`config.mk`:
```
export PLATFORM = sky130hd
export DESIGN_NAME = parfir_mac
export DESIGN_NICKNAME = d
export VERILOG_FILES = /design/src/rtl/parfir_mac.sv
export SDC_FILE = /design/constraint.sdc
export NUM_CORES = 2
export LEC_CHECK = 0
export CORE_MARGIN = 5
export CORE_UTILIZATION = 60
export CTS_BUF_LIST = sky130_fd_sc_hd__clkbuf_2
export CTS_CLUSTER_SIZE = 20
export DETAILED_ROUTE_END_ITERATION = 10
export PLACE_DENSITY = 0.82
export SYNTH_ARGS = -nofsm -noshare
export SYNTH_HDL_FRONTEND = slang
export SYNTH_SLANG_ARGS = --single-unit
```
`constraint.sdc`:
```
create_clock -name clk -period 18.25 [get_ports clk]
set_input_delay 3.65 -clock clk [delete_from_list [all_inputs] [get_ports clk]]
set_output_delay 3.65 -clock clk [all_outputs]
set_load 0.03 [all_outputs]
```
`src/rtl/parfir_mac.sv`:
```
// parfir_mac: PAR-sample-per-transaction FIR on one time-multiplexed MAC, with rounding shift and saturation.
module parfir_mac #(
    parameter int PAR     = 2,
    parameter int NR_TAPS = 16,
    parameter int DWIDTH  = 16,
    parameter int CWIDTH  = 16,
    parameter int SHIFT   = 0
) (
    input  logic                       clk,
    input  logic                       rst,
    output logic                       req_in,
    input  logic                       ack_in,
    input  logic [PAR*DWIDTH-1:0]      data_in,
    output logic                       req_out,
    input  logic                       ack_out,
    output logic [PAR*DWIDTH-1:0]      data_out,
    input  logic [NR_TAPS*CWIDTH-1:0]  h_in
);
    localparam int HLEN = NR_TAPS + PAR - 1;
    localparam int AW   = DWIDTH + CWIDTH + $clog2(NR_TAPS) + 1;
    localparam int JW   = PAR > 1 ? $clog2(PAR) : 1;
    localparam int TW   = NR_TAPS > 1 ? $clog2(NR_TAPS) : 1;
    localparam logic [AW:0]        ONE  = {{AW{1'b0}}, 1'b1};
    localparam logic signed [AW:0] RND  = (ONE << SHIFT) >> 1;
    localparam logic signed [AW:0] SMAX = (ONE << (DWIDTH - 1)) - ONE;
    localparam logic signed [AW:0] SMIN = ~SMAX;

    typedef enum logic [2:0] {REQ_IN, IN_REL, COMPUTE, FINISH, REQ_OUT, OUT_REL} state_t;

    state_t                        state, state_nxt;
    logic signed [DWIDTH-1:0]      hist [HLEN];
    logic signed [AW-1:0]          acc, sum;
    logic signed [AW:0]            rnd, shd;
    logic signed [DWIDTH-1:0]      xs;
    logic signed [CWIDTH-1:0]      hc;
    logic signed [DWIDTH+CWIDTH-1:0] prod;
    logic [DWIDTH-1:0]             sat;
    logic [PAR*DWIDTH-1:0]         stage;
    logic [JW-1:0]                 j;
    logic [TW-1:0]                 tap;
    logic                          last_tap, last_j;

    // hist[0] is the newest sample, so sample j at tap k reads hist[PAR-1-j+k]
    always_comb begin
        xs = '0;
        hc = '0;
        for (int i = 0; i < HLEN; i++)
            if (i == PAR - 1 - int'(j) + int'(tap)) xs = hist[i];
        for (int k = 0; k < NR_TAPS; k++)
            if (k == int'(tap)) hc = h_in[k*CWIDTH +: CWIDTH];
    end

    assign prod     = hc * xs;
    assign sum      = acc + AW'(prod);
    assign rnd      = (AW+1)'(sum) + RND;
    assign shd      = rnd >>> SHIFT;
    assign sat      = shd > SMAX ? SMAX[DWIDTH-1:0] : shd < SMIN ? SMIN[DWIDTH-1:0] : shd[DWIDTH-1:0];
    assign last_tap = tap == TW'(NR_TAPS - 1);
    assign last_j   = j == JW'(PAR - 1);

    always_comb begin
        state_nxt = state;
        unique case (state)
            REQ_IN:  if (ack_in) state_nxt = IN_REL;
            IN_REL:  if (!ack_in) state_nxt = COMPUTE;
            COMPUTE: if (last_tap && last_j) state_nxt = FINISH;
            FINISH:  state_nxt = REQ_OUT;
            REQ_OUT: if (ack_out) state_nxt = OUT_REL;
            OUT_REL: if (!ack_out) state_nxt = REQ_IN;
            default: state_nxt = REQ_IN;
        endcase
    end

    always_ff @(posedge clk or posedge rst) begin
        if (rst) begin
            state   <= REQ_IN;
            req_in  <= 1'b0;
            req_out <= 1'b0;
        end else begin
            state   <= state_nxt;
            req_in  <= state == REQ_IN && state_nxt == REQ_IN;
            req_out <= state_nxt == REQ_OUT;
        end
    end

    always_ff @(posedge clk or posedge rst) begin
        if (rst) begin
            for (int i = 0; i < HLEN; i++) hist[i] <= '0;
            acc      <= '0;
            j        <= '0;
            tap      <= '0;
            stage    <= '0;
            data_out <= '0;
        end else begin
            unique case (state)
                REQ_IN: if (ack_in) begin
                    for (int i = 0; i < PAR; i++) hist[i] <= data_in[(PAR-1-i)*DWIDTH +: DWIDTH];
                    for (int i = PAR; i < HLEN; i++) hist[i] <= hist[i-PAR];
                end
                IN_REL: if (!ack_in) begin
                    acc <= '0;
                    j   <= '0;
                    tap <= '0;
                end
                COMPUTE: if (last_tap) begin
                    acc <= '0;
                    tap <= '0;
                    j   <= j + 1'b1;
                    for (int i = 0; i < PAR; i++)
                        if (i == int'(j)) stage[i*DWIDTH +: DWIDTH] <= sat;
                end else begin
                    acc <= sum;
                    tap <= tap + 1'b1;
                end
                FINISH:  data_out <= stage;
                default: ;
            endcase
        end
    end
endmodule

```
* Yosys cells after proc, flatten, opt, wreduce, memory -nomap -nowiden
Index checks and enable logic that the tools add are counted.
** Operators by class
- Add/sub/neg operators :: 5
- Multipliers :: 1
- Magnitude comparators :: 2
- Equality and inequality tests :: 40
- Mux-type cells :: 50
- Bitwise operators :: 1
- Reductions and logical operators :: 12
** Operators by type and width (number)
- $mux W16 :: 35
- $mux W37 :: 2
- $pmux W37 S2 :: 1
- $eq A5 B6 Y1 const A :: 8
- $add A37 B32 Y37 :: 1
- $gt A37 B16 Y1 const B :: 1
- $lt A37 B16 Y1 const B :: 1
- $eq A4 B4 Y1 const A :: 8
- $logic_not A32 Y1 :: 1
- $mul A16 B16 Y32 :: 1
- $eq A4 B6 Y1 const A :: 4
- $pmux W3 S6 :: 1
- $eq A3 B4 Y1 const A :: 4
- $mux W3 :: 5
- $eq A3 B6 Y1 const A :: 2
- $eq A3 B3 Y1 const B :: 3
- $reduce_and A3 Y1 :: 3
- $eq A2 B4 Y1 const A :: 2
- $mux W4 :: 2
- $pmux W4 S2 :: 1
- $add A2 B5 Y6 :: 1
- $eq A2 B6 Y1 const A :: 1
- $eq A3 B2 Y1 const B :: 2
- $eq A6 B6 Y1 const A :: 1
- 15 further kinds :: 20
** Storage, ports and cells
- Bits in registers :: 383
- Input bits :: 292
- Output and inout port bits :: 34
- Word-level logic and storage cells :: 137

* Depth between registers and ports, before layout
- Depth after elaboration :: 25
- Mapped depth :: 42
- Mapped depth without buffers :: 36

* Worst setup path before layout
Ideal clock, no wire load.
- Path type :: input-to-reg
- From :: in h_in[12]
- To :: reg stage[5]
- Setup time :: 0.134 ns
- Arrival :: 11.396 ns
- Data required time :: 18.116 ns
- Setup slack :: 6.720 ns
- Cell stages on the path :: 35
- Buffers on the path :: 3
- Cell sequence :: nand3b_1 a21oi_1 a21oi_1 o21ai_0 a22oi_1 a21oi_1 a21oi_1 o31a_1 o21ai_0 clkbuf_1 nand2_1 fa_1 inv_1 fa_1 inv_1 fa_1 inv_1 fa_1 fa_1 inv_1 fa_1 inv_1 ha_1 buf_6 a21oi_4 and4b_1 or3b_4 a21oi_2 o21ai_1 xor2_1 or4_1 or4_4 nand3_2 buf_6 o311ai_1
** On the way
- Word-level cells in the longest chain between the ends :: 21
- Elaborated cells between the ends (all ways) :: 22
** RTL lines
- from (decl) :: RTL line 17 : input logic [NR_TAPS*CWIDTH-1:0] h_in
- $mux W16 * (16 in a row) :: RTL line 50 : if (k == int'(tap)) hc = h_in[k*CWIDTH +: CWIDTH];
- $mul A16 B16 Y32 * :: RTL line 53 : assign prod = hc * xs;
- $add A37 B32 Y37 * :: RTL line 54 : assign sum = acc + AW'(prod);
- $lt A37 B16 Y1 :: RTL line 57 : assign sat = shd > SMAX ? SMAX[DWIDTH-1:0] : shd < SMIN ? SMIN[DWIDTH-1:0] : shd[DWIDTH-1:0];
- $mux W16 :: RTL line 57
- $mux W16 * :: RTL line 57
- to (decl) :: RTL line 38 : logic [PAR*DWIDTH-1:0] stage;
Every way passes the cells marked *; elsewhere a longest branch is shown, timed or not.
A chain may end at the register's enable or synchronous reset.

* Worst setup path after layout
- From :: in h_in[8]
- To :: reg stage[5]
The elaborated chain is that of the path after synthesis.

==> impl_table.tex <==
\begin{tabular}{lr}
\hline
Metric & Value \\
\hline
\multicolumn{2}{l}{\textbf{Detailed routing}} \\
\quad Post-DR wirelength/cell & 23.91 microns \\
\quad Drc violations & 0 \\
\quad Avg Vias per Cell & 6.221 \\
\quad Antenna-violating nets left & 0 \\
\quad Router iterations before antenna repair & 8 \\
\quad Vias post-DR & 25200 \\
\quad First-iteration detailed-routing DRC count & 2413 \\
\quad Total detailed-routing wirelength & 96840 microns \\
\multicolumn{2}{l}{\textbf{Synthesis}} \\
\quad Mapped Nets & 3716 \\
\quad Async S/R FF share, synth & 100.0\% \\
\quad Flip-flop and latch count after synthesis & 383 \\
\quad Number of warnings printed during yosys synthesis & 0 \\
\quad Cell type with the highest aggregate area in the netlist & sky130\_fd\_sc\_hd\_\_dfrtp\_1 \\
\quad Most common cell in the netlist & sky130\_fd\_sc\_hd\_\_dfrtp\_1 \\
\quad Most numerous cell types in the synthesized netlist & 383 x sky130\_fd\_sc\_hd\_\_dfrtp\_1, 365 x sky130\_fd\_sc\_hd\_\_inv\_1, 319 x sky130\_fd\_sc\_hd\_\_fa\_1, 302 x sky130\_fd\_sc\_hd\_\_mux2\_2, 280 x sky130\_fd\_sc\_hd\_\_nand2\_1 \\
\quad Count of unique library cells instantiated by Yosys & 83 \\
\quad Share of the yosys chip area belonging to registers & 31.11\% \\
\quad Avg Cell Area, Syn & 10.30 sq um \\
\quad Dominant register cell in the synthesized netlist & sky130\_fd\_sc\_hd\_\_dfrtp\_1 \\
\quad Number of synthesized flops with an enable pin & 0 \\
\quad Synthesized instance count & 2991 \\
\quad Synth top area cells & sky130\_fd\_sc\_hd\_\_dfrtp\_1 31\%, sky130\_fd\_sc\_hd\_\_fa\_1 21\%, sky130\_fd\_sc\_hd\_\_mux2\_2 11\% \\
\quad Area of the mapped netlist & 30810 sq um \\
\quad Portion of synthesized cell area occupied by the leading cell type & 31.11\% \\
\multicolumn{2}{l}{\textbf{Cells and area}} \\
\quad Post-layout instance count excluding filler cells & 4050 \\
\quad Count of filler cells inserted in the layout & 3873 \\
\quad Synthesis-to-finish area growth & 15.46\% \\
\quad Final net count & 4026 \\
\quad Proportion of layout cells with a drive suffix above 1 & 15.84\% \\
\multicolumn{2}{l}{\textbf{GRT}} \\
\quad Met3 GRT Util & 7.163\% \\
\quad Grt ovf & 0 \\
\quad Met2 Resource Use GR & 58.25\% \\
\quad Met1 Track Usage GR & 44.15\% \\
\quad Wire length of the first global-routing pass & 153200 microns \\
\quad Total track usage & 34.83\% \\
\quad Global route hottest layer & met2 \\
\quad Largest net degree at the start of global routing & 198 \\
\quad Vias in the first global route & 27030 \\
\quad Initial antenna violation count & 5 \\
\multicolumn{2}{l}{\textbf{Clock tree}} \\
\quad Clock buffer count from CTS & 95 \\
\quad H-tree lvl count & 3 \\
\quad Number of buffers between clock root and the deepest sink & 3 \\
\quad Hold buffer count at cts & 0 \\
\quad Buffers inserted by post-CTS timing repair & 0 \\
\quad TritonCTS clock tree & built \\
\quad CTS Sinks & 383 \\
\quad Post-cts gate resize count & 0 \\
\quad CTS Root Buffer Type & sky130\_fd\_sc\_hd\_\_clkbuf\_2 \\
\quad Clock slew at the register clock pins of the worst setup and hold paths & 0.10 ns \\
\quad Insertion delay of the later-clocked pin in the worst-skew pair & 1.19 ns \\
\multicolumn{2}{l}{\textbf{Worst setup path}} \\
\quad Capturing point of the worst reg2reg path & stage[5] \\
\quad R2R setup slack & 6.07 ns \\
\quad Critical Setup Path Class & primary input to flip-flop \\
\quad Cell at the slowest stage of the critical path & sky130\_fd\_sc\_hd\_\_a221oi\_1 \\
\quad Cell type with the highest occurrence count on the critical path & sky130\_fd\_sc\_hd\_\_fa\_1 \\
\quad Crit path launch type & primary input \\
\quad Critical Path Start & h\_in[8] \\
\quad Critical path destination & stage[5] \\
\quad CP required & 19.12 ns \\
\quad Largest fanout on the critical path & 30 \\
\quad Number of cell instances on the worst register-to-register path & 33 \\
\quad Critical path's largest stage delay & 1.08 ns \\
\quad Data arrival time of the critical path & 13.81 ns \\
\quad Kind of end point of the critical path & flip-flop \\
\quad Beginning of the worst register-to-register path & j \\
\multicolumn{2}{l}{\textbf{Outcome}} \\
\quad Status & completed \\
\multicolumn{2}{l}{\textbf{Timing}} \\
\quad Final hold violation count & 0 \\
\quad Final critical delay including setup and external delays & 12.94 ns \\
\quad Total setup violations reported at the end of the flow & 0 \\
\quad Clk\_skew & 0.1794 ns \\
\quad Final cycle utilization of the critical path & 70.91\% \\
\quad Total Negative Setup Slacks & 0 ns \\
\quad Final Max Slew Viols & 0 \\
\quad Least-Margin Pin Slew & 1.371 ns \\
\quad Max-slew headroom at the worst pin & 8.570\% \\
\quad Max frequency & 0.07727 GHz \\
\quad Unrepaired setup endpoints after global routing & no \\
\multicolumn{2}{l}{\textbf{Place}} \\
\quad Post-placement cell count & 3884 \\
\quad GPL Wtd Cong & 1.128 \\
\quad Post-DP HPWL & 74300 microns \\
\quad Port Buf Inserts & 325 \\
\multicolumn{2}{l}{\textbf{Die}} \\
\quad Boundary Pins & 326 \\
\quad Num rows & 83 \\
\quad Area enclosed by the die boundary & 55980 sq um \\
\quad Std-Cell Core Area & 51090 sq um \\
\quad Initial Util & 60.30\% \\
\quad Overall die height & 236.6 microns \\
\quad Horizontal extent of the die & 236.6 microns \\
\multicolumn{2}{l}{\textbf{Hold path}} \\
\quad Hold Crit Start & hist[209] \\
\quad Classification of the worst-slack hold path & flip-flop to flip-flop \\
\multicolumn{2}{l}{\textbf{Flow run}} \\
\quad Number of max-cap violations & 0 \\
\hline
\end{tabular}
routing by layer:
metal  share of wire (%)  up-vias
li1                    -    11000
met1                  38    12730
met2                  49     1203
met3                 8.0      257
met4                 4.6        2
met5               0.013        -
how the worst min path moves through the flow:
stage | cells after the start | slack [ns] | to
after floorplan | 2 | 0.45 | stage[15]
after global placement | 2 | 0.47 | stage[15]
after detailed placement | 2 | 0.48 | stage[15]
after CTS | 2 | 0.45 | hist[115]
after global routing | 1 | 0.47 | hist[207]
final | 1 | 0.45 | hist[177]
critical path: cells and delay by family:
family | cells | cell delay [ns]
buffers and inverters | 6 | 0.98
and+or+nand+nor | 5 | 1.11
adders and majority gates | 7 | 3.46
xor gates and xnor gates | 1 | 0.33
AOI/OAI and AO/OA | 13 | 4.29
flip-flops by register name (all words and copies together) (netlist names):
| register | count |
|---|---|
| hist | 272 |
| acc | 37 |
| data_out | 32 |
| stage | 32 |
| tap | 4 |
| state | 3 |
| j | 1 |
| req_in | 1 |
| req_out | 1 |
cell type report:
cell class / count / area, sq um / share of cell area (%)
Antenna cell: 5 / 12.51 / 0.03517
Sequential cell: 383 / 9584 / 26.94
Tap cell: 680 / 850.8 / 2.392
Inverter: 365 / 1378 / 3.873
Clock inverter: 31 / 185.2 / 0.5206
Timing Repair Buffer: 380 / 3691 / 10.38
Multi-Input combinational cell: 2076 / 19220 / 54.03
Clock buffer: 130 / 650.6 / 1.829
per-stage QoR:
step	util [%]	setup WS (ns)	hold slack (ns)	cell area, sq um
after floorplan	-	3.958	0.4460	30810
after global placement	67.96	4.582	0.4691	34720
after detailed placement	67.96	4.415	0.4767	34720
after CTS	69.60	5.595	0.4524	35560
after global routing	69.62	4.956	0.4681	35570
final	69.62	5.308	0.4492	35570
layout by cell type (no fill, tap or decap), drive strengths merged, types with 17 or more instances in the layout:
cell type,n
a221oi,47
clkbuf,130
a221o,30
ha,114
o311ai,22
nand3b,18
nor2,183
dfrtp,383
clkdlybuf4s50,325
o21ai,99
nand3,38
o22ai,28
mux2,302
nor3,25
a22oi,41
a222oi,30
inv,367
fa,319
clkinv,26
nor2b,35
buf,55
o211ai,28
nand2b,30
a21oi,106
nand2,280
nand4,20
a22o,28
o221ai,17
and2,37
cell families after synthesis:
| group | count (synthesis) | synth area share (%) |
|---|---|---|
| compound gates | 596 | 14.15 |
| buf+inv | 532 | 6.619 |
| flops | 383 | 31.11 |
| fa+ha+maj | 433 | 25.36 |
| xor+xnor | 32 | 0.9340 |
| mux | 306 | 11.17 |
| simple gates | 709 | 10.66 |
Power is left out: the tool's default activity adds up to more than one toggle a clock period on the data nets, which glitch-free logic cannot reach.
